===== config.mk =====
export PLATFORM = sky130hd
export DESIGN_NAME = control_seq
export DESIGN_NICKNAME = d
export VERILOG_FILES = /design/src/rtl/control_seq.sv
export SDC_FILE = /design/constraint.sdc
export NUM_CORES = 1
export LEC_CHECK = 0
export BUFFER_PORTS_ARGS = -buffer_cell sky130_fd_sc_hd__buf_4
export CORE_MARGIN = 5
export CORE_UTILIZATION = 46
export CTS_CLUSTER_DIAMETER = 60
export DETAILED_ROUTE_END_ITERATION = 8
export MAX_ROUTING_LAYER = met4
export PLACE_DENSITY = 0.89
export RECOVER_POWER = 50
export REMOVE_ABC_BUFFERS = 1
export SYNTH_ARGS = -nofsm -noshare
export SYNTH_HDL_FRONTEND = slang
export SYNTH_SLANG_ARGS = --single-unit

===== constraint.sdc =====
create_clock -name clk -period 4.3 [get_ports clk]
set_input_delay 0.86 -clock clk [delete_from_list [all_inputs] [get_ports clk]]
set_output_delay 0.86 -clock clk [all_outputs]
set_load 0.02 [all_outputs]

===== src/rtl/control_seq.sv =====
// Sequential CPU control unit: latches instructions from fetch, steps multi-cycle
// instructions, stalls on memory, and owns the carry and interrupt-enable flags.
module control_seq #(
    parameter int IW       = 8,
    parameter int LONG_CYC = 2,
    parameter int CW       = (LONG_CYC > 1) ? $clog2(LONG_CYC) : 1
) (
    input  logic          clk,
    input  logic          rst,
    input  logic [IW-1:0] inst,
    input  logic          inst_valid,
    output logic          inst_ready,
    input  logic          mem_ready,
    input  logic          carry_in,
    input  logic          irq,
    output logic          irq_ack,
    output logic          ie,
    output logic          carry_q,
    output logic [CW-1:0] cycle,
    output logic          retire,
    output logic          M,
    output logic          MW,
    output logic          MC,
    output logic          J,
    output logic          LJ,
    output logic          CLI,
    output logic          LJR,
    output logic          RD,
    output logic          WR,
    output logic          WA,
    output logic          WC,
    output logic          ISP,
    output logic          S,
    output logic          Y,
    output logic [1:0]    RS,
    output logic [3:0]    ALU
);

    // Fetch handshake: an instruction transfers on a cycle where inst_valid and
    // inst_ready are both high; inst_ready is high when idle or when the current
    // instruction retires, so back-to-back instructions lose no cycle.
    typedef enum logic {IDLE = 1'b0, EXEC = 1'b1} state_t;

    state_t        state_q, state_d;
    logic [7:0]    ir_q, ir_d;
    logic [CW-1:0] cycle_q, cycle_d;
    logic          carry_d;
    logic          ie_q, ie_d;

    logic          exec, last, stall, accept, ie_post;
    logic          simple, lj_raw, isalu;
    logic [CW-1:0] ncyc_m1;
    logic          unused_inst;

    assign unused_inst = ^inst;

    assign exec    = (state_q == EXEC);
    assign ncyc_m1 = ir_q[7] ? CW'(LONG_CYC - 1) : '0;
    assign last    = (cycle_q == ncyc_m1);

    // Strobes are decoded from IR and cycle only, never from the inst input.
    assign simple = (ir_q[7:5] == 3'b000);
    assign lj_raw = simple & ir_q[4] & ~ir_q[3];
    assign isalu  = (ir_q[7:6] == 2'b01) | ((ir_q[7:5] == 3'b110) & last);

    assign LJ  = exec & lj_raw;
    assign CLI = exec & lj_raw & ir_q[1];
    assign LJR = exec & lj_raw & ir_q[2];
    assign RD  = exec & simple & ~ir_q[4] & ir_q[2];
    assign WR  = exec & simple & ~ir_q[4] & ir_q[3];
    assign MC  = exec & ir_q[7] & (cycle_q == '0);
    assign M   = exec & (ir_q[7:6] == 2'b10) & last;
    assign MW  = M & ir_q[5];
    assign J   = exec & (ir_q[7:5] == 3'b111) & last & ~(ir_q[4] & carry_q);
    assign ISP = exec & (ir_q[7:5] == 3'b001);
    assign WA  = (M & ~ir_q[5]) | (exec & isalu & ~(ir_q[4] & ~ir_q[3]));
    assign WC  = exec & ir_q[4] & (isalu | (ir_q[7:5] == 3'b001));
    assign ALU = exec ? {(ir_q[6] ? ir_q[3] : ~ir_q[7]), ir_q[2:0] & {3{ir_q[6]}}} : 4'h0;
    assign S   = ir_q[4];
    assign Y   = ir_q[5];
    assign RS  = ir_q[1:0];

    assign stall      = M & ~mem_ready;
    assign retire     = exec & last & ~stall;
    assign inst_ready = ~exec | retire;
    assign accept     = inst_valid & inst_ready;

    // A retiring CLI clears ie before the interrupt check, so it blocks the ack.
    assign ie_post = CLI ? 1'b0 : (LJR ? 1'b1 : ie_q);
    assign irq_ack = retire & ie_post & irq;

    assign ie    = ie_q;
    assign cycle = cycle_q;

    always_comb begin
        state_d = state_q;
        ir_d    = ir_q;
        cycle_d = cycle_q;
        carry_d = carry_q;
        ie_d    = ie_q;
        if (retire) begin
            if (WC) carry_d = carry_in;
            ie_d = irq_ack ? 1'b0 : ie_post;
        end
        if (accept) begin
            state_d = EXEC;
            ir_d    = inst[7:0];
            cycle_d = '0;
        end else if (exec) begin
            if (retire) begin
                state_d = IDLE;
                cycle_d = '0;
            end else if (!last && !stall) begin
                cycle_d = cycle_q + CW'(1);
            end
        end
    end

    always_ff @(posedge clk) begin
        if (rst) begin
            state_q <= IDLE;
            ir_q    <= 8'h00;
            cycle_q <= '0;
            carry_q <= 1'b0;
            ie_q    <= 1'b0;
        end else begin
            state_q <= state_d;
            ir_q    <= ir_d;
            cycle_q <= cycle_d;
            carry_q <= carry_d;
            ie_q    <= ie_d;
        end
    end

endmodule

# Word-level counts from Yosys, hierarchy flattened
# Cells that the tools add are included.
[classes]
n_addsub = 1
n_mul = 0
div_mod_pow = 0
order_cmp = 0
eq_ne = 6
shifts = 0
mux = 11
bitwise = 47
reduce_logical = 8
[op_table]
columns = ["op", "n"]
rows = [
  ["$and 1x1->1", 32],
  ["$mux 1", 10],
  ["$not 1->1", 10],
  ["$eq 3x3->1 const B", 2],
  ["$mux 4", 1],
  ["$or 1x1->1", 4],
  ["$reduce_and 2->1", 2],
  ["$and 3x3->3", 1],
  ["$eq 3x1->1 const B", 1],
  ["$logic_not 3->1", 1],
  ["$eq 2x1->1 const B", 1],
  ["$eq 2x2->1 const B", 1],
  ["$logic_not 1->1", 2],
  ["$reduce_bool 2->1", 1],
  ["$reduce_or 2->1", 1],
  ["$add 1x1->1 const B", 1],
  ["$eq 1x1->1", 1],
  ["$logic_and 1x1->1", 1],
]
[totals]
regBits = 12
latch_bits = 0
mem_bits_rw = 0
mem_bits_ro = 0
inputBits = 14
output_inout_bits = 26
elab_cells = 78
n_memories = 0

# Depth between registers and ports, before layout
[logic_depth]
word_depth = 10
depth_mapped = 6
mapped_depth_nobuf = 4

# Worst setup path after synthesis
# OpenSTA, ideal clock, no wires.
[synth_path]
path_kind = "flip-flop to output port"
start = "register ir_q[5]"
end = "output irq_ack"
arrival_time_ns = 1.891
required_time_ns = 3.440
slack_ns = 1.549
stages_incl_launch_ff = 5
n_path_buf = 0
path_cell_list = "dfxtp_1 > or4b_4 > nor3b_4 > and2_4 > o2111a_1"
[synth_between]
elab_chain_cells = 9
word_cells_on_any_way = 10
classes_between = "2 x mux; 7 x bitwise; 1 x reduce/logical"
[synth_lines]
columns = ["item", "line_no", "rtl"]
rows = [
  ["start, declared", "45", "logic [7:0] ir_q, ir_d;"],
  ["start signal, assigned", "128", "ir_q <= ir_d;"],
  ["$logic_not 3->1", "62", "assign simple = (ir_q[7:5] == 3'b000);"],
  ["$and 1x1->1 (2 in a row)", "63", "assign lj_raw = simple & ir_q[4] & ~ir_q[3];"],
  ["$and 1x1->1", "-", ""],
  ["via LJ", "25", "output logic LJ,"],
  ["$and 1x1->1", "68", "assign LJR = exec & lj_raw & ir_q[2];"],
  ["via LJR", "27", "output logic LJR,"],
  ["$mux 1 (2 in a row)", "89", "assign ie_post = CLI ? 1'b0 : (LJR ? 1'b1 : ie_q);"],
  ["$and 1x1->1 (2 in a row)", "90", "assign irq_ack = retire & ie_post & irq;"],
  ["end, declared", "16", "output logic irq_ack,"],
]
# The timed path passes the listed nets, and every way through them passes these cells.

# Final worst setup path
[layout_path]
start = "register state_q, in the netlist exec"
end = "output irq_ack"
[layout_between]
elab_chain_cells = 7
word_cells_on_any_way = 13
classes_between = "2 x mux; 11 x bitwise"
[layout_lines]
columns = ["item", "line_no", "rtl"]
rows = [
  ["start, declared", "44", "state_t state_q, state_d;"],
  ["start signal, assigned", "127", "state_q <= state_d;"],
  ["$and 1x1->1 (2 in a row)", "72", "assign M = exec & (ir_q[7:6] == 2'b10) & last;"],
  ["$and 1x1->1", "83", "assign stall = M & ~mem_ready;"],
  ["$not 1->1", "84", "assign retire = exec & last & ~stall;"],
  ["$and 1x1->1", "84", ""],
  ["$and 1x1->1 * (2 in a row)", "90", ""],
]
# Every way passes the cells marked *; elsewhere a longest branch is shown, timed or not.

==> results.md <==
* Count of different cell masters after synthesis at 31
* Core area at around 1500 um2
* RSZ-0062 raised after global routing: no
* Status: finished clean
* Min Clock Period, post-route at 3.19 ns
* Ys Warns at 0
* Register area share after synthesis at 0.330
* # hold bufs at CTS at 0
* CTS Buffer Depth at 2
* First-pass GRT wire length at about 3.3 mm
* I/O pins at 40
* Setup Skew at 0.00256 ns
* Worst Setup Start Kind: flip-flop
* Via/cell ratio at around 5.7
* Area grow syn2layout at 36.1%
* Seq cells post-synth at 12
* DR WL/cell at about 15 um
* Power consumption at ~0.00026 W
* Area leader, netlist: dfxtp_1
* Die area at 2480 um2
* CTS tree: done
* Inserted Diodes at 0
* Worst-Margin Slew at roughly 0.9 ns
* Fill count at 144
* Setup violators final at 0
* Initial antenna violation count at 0
* CTS resizes at 0
* CP Class: reg -> out
* Via Count at ~840
* PwrDens at about 270 nW/um2
* WP data required at 3.44 ns
* Slowest cell on crit path: dfxtp_1
* Largest net degree at the start of global routing at 15
* Final WL at 2.14 mm
* Maximum clock rate at 313 MHz
* Vias in the first global route at ~720
* Total gr overflow at 0
* Dpl ws at 1.63 ns
* CP endpoint kind: output pin
* Post-CTS setup buffer count at 0
* Commonest cells after routing, fill and taps aside: buf_4 (31), nand2_1 (12), a21oi_1 (12), dfxtp_1 (12), nand3_1 (10)
* I/O Buffers at 39
* Initial core utilization at 0.483
* Routability cong. at around 0.87
* Final Cycle Share at 0.742
* Row count at 14
* Leak at roughly 0.46 nW
* Final Util at 0.658
* CTS clk-pin slew, worst paths at 0.08 ns
* H-tree Lvls at 1
* Most common cell after layout, fill and taps aside: buf_4
* Synth Cell Area at around 730 um2
* Clock Latency Late Sink at about 0.27 ns
* Clk root buf: clkbuf_4
* Worst path cell trace: or4b_4 -> nor3b_1 -> and2_4 -> o2111a_1 -> buf_4
* Post-Synthesis Cells at roughly 100
* Buf/Inv on CP at 1
* CP arrival at approximately 2.3 ns
* Slew Limit Fails at 0
* Post-route setup slack at 1.11 ns
* Initial DRC count at 15
* Syn Area/Cell at roughly 7.4 um2
* Final hold vios at 0
* Crit-path max FO at 14
* Chip Width at ~50 um
* Max-cap viol count at 0
* Remaining DRCs at 0
* ANT nets after route at 0
* Maximum VDD drop at roughly 0.19 mV
* Final Net Count at 146
* Crit path largest cell delay at 0.55 ns
* DRT Pass-1 Iters at 4
* Share of layout cells above drive strength 1 at 0.305
* Share of the synthesized area in the top cell type at 0.330
* Num Clock Sinks at 12
* TritonCTS Buffers at 3
* Cell family contributing the most delay on the critical path: simple AND/OR/NAND/NOR gates
* Vert. Die Dim at between 40 and 50 um
* Overall Global Routing Usage at 0.169
* Worst hold path class: reg -> reg
* Worst rel slew slack at 0.394
* TNS Setup at 0 ns
* Synth top area cells: dfxtp_1 (33%), a21oi_1 (8.2%), nand3_1 (6.9%)
==> cell usage after synthesis <==
library cell and n:
nor3b_1 2, and2_2 1, and3b_1 1, a32oi_1 2
o211a_1 1, and2_4 1, and3_2 1, buf_4 2
o21ai_0 5, o2111a_1 1, inv_1 4, clkbuf_1 8
o211ai_1 2, o21ai_1 1, o2bb2ai_1 1, nand2b_2 1
o21a_1 1, nand3b_1 1, a211oi_1 1, nand2b_1 1
nand2_1 12, a21oi_1 12, a41o_1 1, nand3_1 10
nor3_1 1, and3_1 3, or4b_4 1, dfxtp_1 12
nor3b_4 1, nor2b_1 1, nor2_1 6
==> registers in the layout (all words and copies together), names as in the netlist <==
register,flops
ir_q,8
cycle,1
exec,1
carry_q,1
ie,1
==> power breakdown <==
group | switching [W] | leakage [nW] | total [W] | internal, W
Sequential | 0.0000106 | 0.0985 | 0.000127 | 0.000116
Combinational | 0.0000245 | 0.343 | 0.0000451 | 0.0000206
Clock | 0.0000401 | 0.0210 | 0.0000915 | 0.0000514
==> cell type report <==
| class | instances | area (um2) | area share |
|---|---|---|---|
| Tap cell | 16 | 20.0 | 0.0202 |
| Clock buffer | 4 | 36.3 | 0.0366 |
| Sequential cell | 12 | 240 | 0.242 |
| Timing Repair Buffer | 39 | 263 | 0.265 |
| Multi-Input combinational cell | 72 | 417 | 0.420 |
| Inverter | 4 | 15.0 | 0.0152 |
==> tightest hold or removal path, cell delays in order, from the launching register on <==
cell	delay, ns
dfxtp_1	0.33
nand2_1	0.06
a21oi_1	0.05
==> metrics by stage <==
stage	instance area, um2	cells	hold slack (ns)
after floorplan	683	88	0.460
after global placement	996	143	0.471
after detailed placement	996	143	0.473
after CTS	1030	147	0.484
after global routing	991	147	0.528
final	991	147	0.478
==> cells by family (layout without fill, tap and decap cells) <==
kind of cell    count (synthesis)  in the layout  synth area share
buf+inv                        14             47            0.0825
flops                          12             12             0.330
compound gates                 28             28             0.244
simple gates                   44             44             0.344
==> path summary, 6_finish.rpt <==
check,slack (ns),startpoint,end,cells past startpoint
worst min register to register,0.48,ir_q[0]$_SDFFE_PP0P_,ir_q[0]$_SDFFE_PP0P_,2
worst max-delay path,1.11,exec$_SDFF_PP0_,irq_ack,5
worst max register to register,2.41,exec$_SDFF_PP0_,ie$_SDFFE_PP0P_,4
worst min-delay path,0.48,ir_q[0]$_SDFFE_PP0P_,ir_q[0]$_SDFFE_PP0P_,2
==> per-layer routing <==
layer,global-route usage,vias up,share of wire
met5,-,-,0
met4,0.0786,0,0.010
met3,0.0542,2,0.082
met2,0.273,32,0.48
met1,0.186,392,0.43
li1,-,412,-
(Power assumes the default switching activity.)
